`src/rtl/raybox_input_ctrl.sv`:
```
// Player-input front end for raybox: synchronise and debounce the four
// active-low buttons, resolve combinations into modes, latch commands per frame.
//
// state      | meaning
// -----------+---------------------------------------------------------------
// ST_NORMAL  | buttons map to moves (L=K3, R=K2, F=K4, B=K1)
// ST_DEBUG1  | entered by K2+K3; K4 -> debugA, K1 -> debugB
// ST_DEBUG2  | entered by K1+K4; K2 -> debugC, K3 -> debugD
// ST_RELEASE | combo broken; wait for every button up before NORMAL
module raybox_input_ctrl #(
  parameter int DEBOUNCE_CYCLES = 250000,
  parameter int CNT_W           = 18
) (
  input  logic       clk,
  input  logic       reset_n,
  input  logic [3:0] btn_n,
  input  logic       vsync,
  output logic [3:0] btn_state,
  output logic [1:0] mode,
  output logic       moveL,
  output logic       moveR,
  output logic       moveF,
  output logic       moveB,
  output logic       debugA,
  output logic       debugB,
  output logic       debugC,
  output logic       debugD,
  output logic       frame_tick
);

  typedef enum logic [1:0] {
    ST_NORMAL  = 2'd0,
    ST_DEBUG1  = 2'd1,
    ST_DEBUG2  = 2'd2,
    ST_RELEASE = 2'd3
  } state_t;

  localparam logic [CNT_W-1:0] CNT_MAX = CNT_W'(DEBOUNCE_CYCLES - 1);

  logic [3:0]            sync1_q, sync2_q;
  logic [3:0]            stable_q, stable_d;
  logic [3:0][CNT_W-1:0] cnt_q, cnt_d;
  state_t                state_q, state_d;
  logic                  vsync_q;
  logic                  rise;
  logic [7:0]            cmd_q, cmd_d;
  logic                  tick_q;
  logic [3:0]            p;

  always_ff @(posedge clk or negedge reset_n) begin
    if (!reset_n) begin
      sync1_q <= 4'hF;
      sync2_q <= 4'hF;
    end else begin
      sync1_q <= btn_n;
      sync2_q <= sync1_q;
    end
  end

  // A mismatch must persist DEBOUNCE_CYCLES consecutive cycles; any return
  // to the stable level restarts the count.
  always_comb begin
    stable_d = stable_q;
    cnt_d    = cnt_q;
    for (int i = 0; i < 4; i++) begin
      if (sync2_q[i] == stable_q[i]) begin
        cnt_d[i] = '0;
      end else if (cnt_q[i] == CNT_MAX) begin
        stable_d[i] = sync2_q[i];
        cnt_d[i]    = '0;
      end else begin
        cnt_d[i] = cnt_q[i] + 1'b1;
      end
    end
  end

  always_ff @(posedge clk or negedge reset_n) begin
    if (!reset_n) begin
      stable_q <= 4'hF;
      cnt_q    <= '0;
    end else begin
      stable_q <= stable_d;
      cnt_q    <= cnt_d;
    end
  end

  assign p = ~stable_q;

  always_ff @(posedge clk or negedge reset_n) begin
    if (!reset_n) begin
      state_q <= ST_NORMAL;
    end else begin
      state_q <= state_d;
    end
  end

  always_comb begin
    state_d = state_q;
    cmd_d   = 8'h00;
    unique case (state_q)
      ST_NORMAL: begin
        cmd_d = {p[2], p[1], p[3], p[0], 4'b0000};
        // K2+K3 wins over K1+K4 when all four are held.
        if (p[1] && p[2]) begin
          state_d = ST_DEBUG1;
        end else if (p[0] && p[3]) begin
          state_d = ST_DEBUG2;
        end
      end
      ST_DEBUG1: begin
        cmd_d = {4'b0000, p[3], p[0], 2'b00};
        if (!p[1] || !p[2]) begin
          state_d = ST_RELEASE;
        end
      end
      ST_DEBUG2: begin
        cmd_d = {4'b0000, 2'b00, p[1], p[2]};
        if (!p[0] || !p[3]) begin
          state_d = ST_RELEASE;
        end
      end
      ST_RELEASE: begin
        if (p == 4'b0000) begin
          state_d = ST_NORMAL;
        end
      end
      default: state_d = ST_NORMAL;
    endcase
  end

  assign rise = vsync & ~vsync_q;

  always_ff @(posedge clk or negedge reset_n) begin
    if (!reset_n) begin
      vsync_q <= 1'b0;
      cmd_q   <= 8'h00;
      tick_q  <= 1'b0;
    end else begin
      vsync_q <= vsync;
      tick_q  <= rise;
      if (rise) begin
        cmd_q <= cmd_d;
      end
    end
  end

  assign btn_state  = p;
  assign mode       = state_q;
  assign moveL      = cmd_q[7];
  assign moveR      = cmd_q[6];
  assign moveF      = cmd_q[5];
  assign moveB      = cmd_q[4];
  assign debugA     = cmd_q[3];
  assign debugB     = cmd_q[2];
  assign debugC     = cmd_q[1];
  assign debugD     = cmd_q[0];
  assign frame_tick = tick_q;

endmodule
```
`config.mk`:
```
export PLATFORM = sky130hd
export DESIGN_NAME = raybox_input_ctrl
export DESIGN_NICKNAME = d
export VERILOG_FILES = /design/src/rtl/raybox_input_ctrl.sv
export SDC_FILE = /design/constraint.sdc
export NUM_CORES = 1
export LEC_CHECK = 0
export ABC_AREA = 1
export CELL_PAD_IN_SITES_DETAIL_PLACEMENT = 1
export CELL_PAD_IN_SITES_GLOBAL_PLACEMENT = 2
export CORE_ASPECT_RATIO = 2
export CORE_MARGIN = 2
export CORE_UTILIZATION = 40
export DETAILED_ROUTE_END_ITERATION = 8
export PLACE_DENSITY = 0.81
export SLEW_MARGIN = 15
export SYNTH_ARGS = -nofsm -noshare
export SYNTH_HDL_FRONTEND = slang
export SYNTH_SLANG_ARGS = --single-unit
```
`constraint.sdc`:
```
create_clock -name clk -period 4.05 [get_ports clk]
set_clock_uncertainty 0.1 [all_clocks]
set_input_delay 0.81 -clock clk [delete_from_list [all_inputs] [get_ports clk]]
set_output_delay 0.81 -clock clk [all_outputs]
set_load 0.005 [all_outputs]
```
# Word-level counts from Yosys, hierarchy flattened
# Index checks and enable logic that the tools add are counted.
# W data, S select, Z words.
# totals
register_bits	96
latch_bits	0
ramBits	0
rom_bits	0
input_bits	7
out_inout_bits	15
elab_cells	70
memories	0
# classes
n_addsub	4
mul	0
n_div	0
order_cmp	0
n_eq_ne	15
shifts	0
mux	15
bitwise	7
reduce_logical	15
# op_table
cell	count
$mux W18	8
$add A18 B1 Y18 const B	4
$eq A18 B18 Y1 const B	4
$pmux W8 S3	1
$mux W2	5
$pmux W2 S4	1
$reduce_and A2 Y1	4
$ne A2 B2 Y1 const B	3
$not A1 Y1	5
$eq A1 B1 Y1	4
$eq A2 B2 Y1 const B	2
$logic_not A1 Y1	4
$logic_not A4 Y1	1
$not A4 Y4	1
$reduce_and A4 Y1	1
$ne A3 B3 Y1 const B	1
$eq A2 B1 Y1 const B	1
$logic_and A1 B1 Y1	2
$logic_not A2 Y1	1
$logic_or A1 B1 Y1	2
$and A1 B1 Y1	1

# Depth between registers and ports, before layout
# Gate-level depths: netlist of run 1.
# depth
ltp_word	5
depth_mapped	9
mapped_depth_nobuf	9

# Worst setup path before layout of run 1
# Ideal clock, no wire load.
# synth_timing
path_type	reg-to-output
start	reg stable_q[3]
end	out btn_state[3]
arrival_ns	0.640
t_required_ns	3.140
path_slack_ns	2.500
path_stages_with_launch	2
path_buffers	0
path_cell_list	dfstp_2 -> inv_1
# synth_via
elab_chain_cells	1
# synth_rtl
item	line	rtl
from (decl)	41	logic [3:0] stable_q, stable_d;
from (signal assigned)	82	stable_q <= stable_d;
$not A4 Y4	87	assign p = ~stable_q;
to (decl)	18	output logic [3:0] btn_state,
# Every way passes these cells.

# Final worst setup path of run 1
# layout_timing
start	reg stable_q[0]
end	out btn_state[0]
# The elaborated chain is that of the path after synthesis.

==> metrics.csv, run 1 <==
metric;value;unit
dp.cells;757;
dpl-instance-area;5260;um2
cp.arrival;1500;ps
synth_commonest_cells;153 x nor2_1, 95 x nand2_1, 84 x dfrtp_1;
yosys.area.top_type;dfrtp_1;
timing.slew.headroom;34.6;%
final_area;5570;um2
start_util;40.6;%
fillers;1468;
wl_per_cell;15.2;um
drt_iter0_drc;132;
rr_startpoint;cnt_q[18];
hpwl;8530;um
p_leak;0.00226;uW
cap_violations;0;
final_net_count;638;
first_global_vias;4255;
fin_crit;2410;ps
hold_depth;0;
final_max_slew_viol_count;0;
core_area;12000;um2
startpoint;stable_q[0];
seqCellArea;2420;um2
grt_util_all_layers;19.8;%
ys.flop_type;dfrtp_1;
cts.sinks;96;
worst_setup_path_start_kind;flip-flop;
hp-start;sync1_q[2];
period_share;59.4;%
hold_buffers;0;
die_height;160;um
ant_nets;0;
synth-edff-count;0;
synth_top_area_share;43.2;%
cts_tree;done;
finalNonFillerCells;772;
die_w;82.0;um
num_antenna_cells;0;
clk_pin_slew;60;ps
globalRouteMet2Util;31.9;%
ys_seq_elements;96;
portBuffers;21;
path_max_fanout;5;
grt_overflow_total;0;
use_met3;3.16;%
ys_warn_count;0;
std_cell_rows;57;
synthTopCellsByArea;dfrtp_1 43%, nor2_1 12%, nand2_1 7.3%;
async_flop_share;100;%
worst_pin_slew;980;ps
grt_pass1_wl;20300;um
drcViolationCount;0;
ys_seq_area_share;49.7;%
ys_types;27;
status;complete, no violations;
via_per_inst;5.12;
fp.dieArea;13100;um2
cts-buffers-inserted;9;
multi_input_area;2280;um2
post_synth_inst_count;588;
setup_violations;0;
ios;22;
p_per_area;353;nW/um2
vias;3956;
grt.met1_usage;26.9;%
endpoint_kind;output pin;
gp_congestion;0.785;
synth.net_count;605;
antenna_found_initial;0;
drtPass1Iterations;4;
final-hold-violation-count;0;
h-tree-depth;3;
reg2regPathDepth;6;
worstSkewPairLatency;340;ps
worstPathRequired;3140;ps
synth.most_common_cell;nor2_1;
fmax;416;MHz
clk_path_buf_depth;2;
cts_resized;0;
wl;11700;um
syn_to_final_growth;14.6;%
drive_above_1_share;8.48;%
rsz0062_at_grt;false;
busiest_layer;met2;
synth_area;4860;um2
final.setup.tns;0;ps
post_cts.repair.setup_buffers;0;
path_class;flip-flop to output pin;
grt_max_degree;77;
synth_area_per_cell;8.27;um2
vdd_drop_max;0.218;mV
hold_class;flip-flop to flip-flop;
cts-root-buf;clkbuf_16;
## metal layers
layer  wire, um  part of all wire, %  vias to the layer above
met5          0                    0                        -
met2       5720                   49                       48
met3        255                  2.2                       11
li1           -                    -                     1950
met1       5570                   48                     1947
met4        163                  1.4                        0
## final timing paths
kind	end	slack [ps]
max	btn_state[0]	1640
min in group asynchronous	cnt_q[3]	510
min	sync2_q[2]	260
max in group asynchronous	cnt_q[20]	2450
max reg2reg	cnt_q[30]	2270
min reg2reg	sync2_q[2]	260
## cell families after synthesis
family | after synthesis | share of synthesized area [%]
AO/OA/AOI/OAI | 36 | 3.81
XOR/XNOR | 43 | 8.21
flip-flops | 96 | 49.7
AND/OR/NAND/NOR | 359 | 32.3
adder cells (fa/ha/maj) | 10 | 2.57
buffers and inverters | 44 | 3.40
## critical path: stages (launching register included)
cell and delay, ps:
dfstp_2 600, inv_1 110, clkdlybuf4s50_1 450
## layout by cell type (no fill, tap or decap), drive strengths merged, types with 3 or more instances in the layout
cell	instances
nor3b	6
nand3	60
a21oi	12
xor2	35
ha	10
o21ai	22
clkdlybuf4s50	20
nand4	13
nand2	100
and2	3
inv	44
dfstp	12
nor2	163
dfrtp	84
clkbuf	9
nor3	11
xnor2	8
## state kept, by name, summed over array words and instances, names as in the netlist
name / flops
cnt_q: 72
cmd_q: 8
stable_q: 4
sync1_q: 4
sync2_q: 4
mode: 2
frame_tick: 1
vsync_q: 1
## cell type report
cell class	instances	area share, %
timing repair buffer	22	3.86
clock buffer	9	4.04
tap	147	3.30
clock inverter	6	1.53
inverter	44	2.96
multi-input combinational	448	40.9
sequential	96	43.4
## power by group
part / switching (uW) / total (uW) / internal [uW] / leakage [uW]
combinational: 48.5 / 71.3 / 22.8 / 0.000841
sequential: 13.9 / 993 / 979 / 0.00128
clock: 365 / 900 / 536 / 0.000147
## stage by stage
stage / power [uW] / setup slack (ps) / util, % / hold WS, ps
4_1_cts: 1990 / 1610 / 46.5 / 258
2_1_floorplan: 1040 / 2500 / - / 245
5_1_grt: 2050 / 1590 / 46.5 / 263
3_5_place_dp: 1080 / 1790 / 43.9 / 247
6_report: 1960 / 1640 / 46.5 / 257
3_3_place_gp: 1080 / 1850 / 43.9 / 245
Power figures use the tool's default switching activity.
==> inputs of run 2 (changes only) <==
Settings changed: CORE_UTILIZATION 40 to 33, PLACE_DENSITY 0.81 to 0.71.
Clock period 4.05 ns to 2 ns, I/O delays scaled along.
==> metrics.csv, run 2 (same netlist as run 1, synthesis figures left out) <==
metric;value;unit
portBuffers;21;
fmax;523;MHz
p_sw_share;23.7;%
hpwl;10200;um
path_class;flip-flop to output pin;
clk_pin_slew;70;ps
clk_path_buf_depth;2;
final_area;5700;um2
p_sw;927;uW
dpl-instance-area;5380;um2
final_max_slew_viol_count;0;
holdWs;-60.7;ps
fillers;1766;
seqCellArea;2420;um2
setup_violations;0;
period_share;95.6;%
cpPeakStageDelay;590;ps
drcViolationCount;0;
die_height;176;um
grt_max_degree;97;
multi_input_area;2280;um2
final-hold-violation-count;21;
antenna_found_initial;0;
final.setup.tns;0;ps
cap_violations;0;
worstPathRequired;1500;ps
final_net_count;648;
cts.sinks;96;
critical_path_buf_inv_count;1;
path_max_fanout;6;
ios;22;
final_common_cell;nor2_1;
cts_tree;done;
rsz0062_at_grt;false;
largest_reg_flops;72;
slowest_stage;clkdlybuf4s50_1;
wl;13300;um
mostFrequentLayoutCells;153 x nor2_1, 95 x nand2_1, 84 x dfrtp_1;
worst_setup_path_start_kind;flip-flop;
timing.slew.headroom;60.2;%
vdd_drop_max;0.391;mV
hold_class;input port to asynchronous set/reset pin;
largestRegisters;cnt_q: 72 flops, cmd_q: 8 flops;
cts-root-buf;clkbuf_16;
core_area;14400;um2
h-tree-depth;3;
drt_iter0_drc;88;
crit_path_cell_trace;clkdlybuf4s50_1;
fin_crit;1910;ps
drive_above_1_share;10.1;%
via_per_inst;4.90;
final_util;39.7;%
p_per_area;687;nW/um2
die_w;89.8;um
cts-buffers-inserted;9;
gp_congestion;0.764;
reg2regPathDepth;7;
grt_util_all_layers;18.0;%
status;complete, but fails checks;
ant_nets;0;
clock_power_share;44.6;%
first_global_vias;4501;
hold_buffers;0;
worst_pin_slew;597;ps
violations;hold timing;
pwr-share-comb;4.0;%
critical-path-top-delay-family;buffers and inverters;
endpoint_kind;output pin;
cp.arrival;1410;ps
worstSkewPairLatency;350;ps
num_antenna_cells;0;
fp.dieArea;15800;um2
grt_overflow_total;0;
vias;4057;
syn_to_final_growth;17.2;%
wl_per_cell;16.0;um
start_util;33.9;%
sequentialPowerShare;51.4;%
grt_pass1_wl;22400;um
std_cell_rows;62;
drtPass1Iterations;4;
regMostFlops;cnt_q;
intPower;2990;uW
crit_cells;1;
p_leak;0.00231;uW
[run 2: cell count changes in the layout (fill, tap and decap cells not counted), moves of 2 or more]
cell             before  now
clkbuf_8              0    3
clkinv_2              2    0
clkdlybuf4s50_1      20   18
bufinv_16             2    0
buf_4                 2   11
[run 2: metal layers]
layer | vias up | track usage (%) | part of all wire, %
met2 | 48 | 35.3 | 57
met3 | 29 | 2.96 | 2.3
met4 | 0 | 9.42 | 4.0
li1 | 1990 | - | -
met5 | - | 0 | 0
met1 | 1990 | 17.8 | 37
[run 2: timing repair]
item                       in CTS  in global routing
pin swaps                       0                  0
cloned                          0                  0
buffers inserted                3                  0
gates resized for setup         2                  1
setup endpoints to repair       4                  1
[run 2: path summary, 6_finish.rpt]
kind | start | to | slack, ps
worst max register to register | cnt_q[18] | cnt_q[30] | 280
worst max-delay path | mode[0] | mode[0] | 90
max in group asynchronous | reset_n | cnt_q[70] | 1340
worst min-delay path | reset_n | cnt_q[26] | -60
worst min register to register | sync1_q[1] | sync2_q[1] | 250
min in group clk | sync1_q[1] | sync2_q[1] | 250
[run 2: final cells by class]
class | instances | area share [%]
Multi-Input combinational cell | 448 | 40.0
Inverter | 44 | 2.90
Clock buffer | 13 | 4.74
Tap cell | 192 | 4.22
Sequential cell | 96 | 42.4
Timing Repair Buffer | 32 | 5.33
Clock inverter | 3 | 0.417
[run 2: power by group through the flow]
stage | registers (uW) | logic (uW) | clock network, uW
detailed placement | 2050 | 163 | 0
CTS | 2010 | 163 | 1810
global placement | 2050 | 156 | 0
floorplan | 2040 | 62.2 | 0
global route | 2020 | 181 | 1880
finish | 2010 | 155 | 1750
[run 2: through the flow]
step | power [uW] | setup WS, ps | hold slack, ps | instances
2_1_floorplan | 2100 | 590 | 4.41 | 588
4_1_cts | 3980 | 21.7 | 21.8 | 828
5_1_grt | 4080 | 33.8 | 0.400 | 828
3_3_place_gp | 2200 | 225 | 247 | 809
6_report | 3910 | 87.6 | -60.7 | 828
3_5_place_dp | 2210 | 136 | 247 | 809
[run 2: worst register-to-register path, delay by kind of cell, from the launching register on]
kind | cells | cell delay [ps]
adder cells (fa/ha/maj) | 1 | 230
XOR/XNOR | 1 | 170
AND/OR/NAND/NOR | 5 | 710
flip-flops | 1 | 390
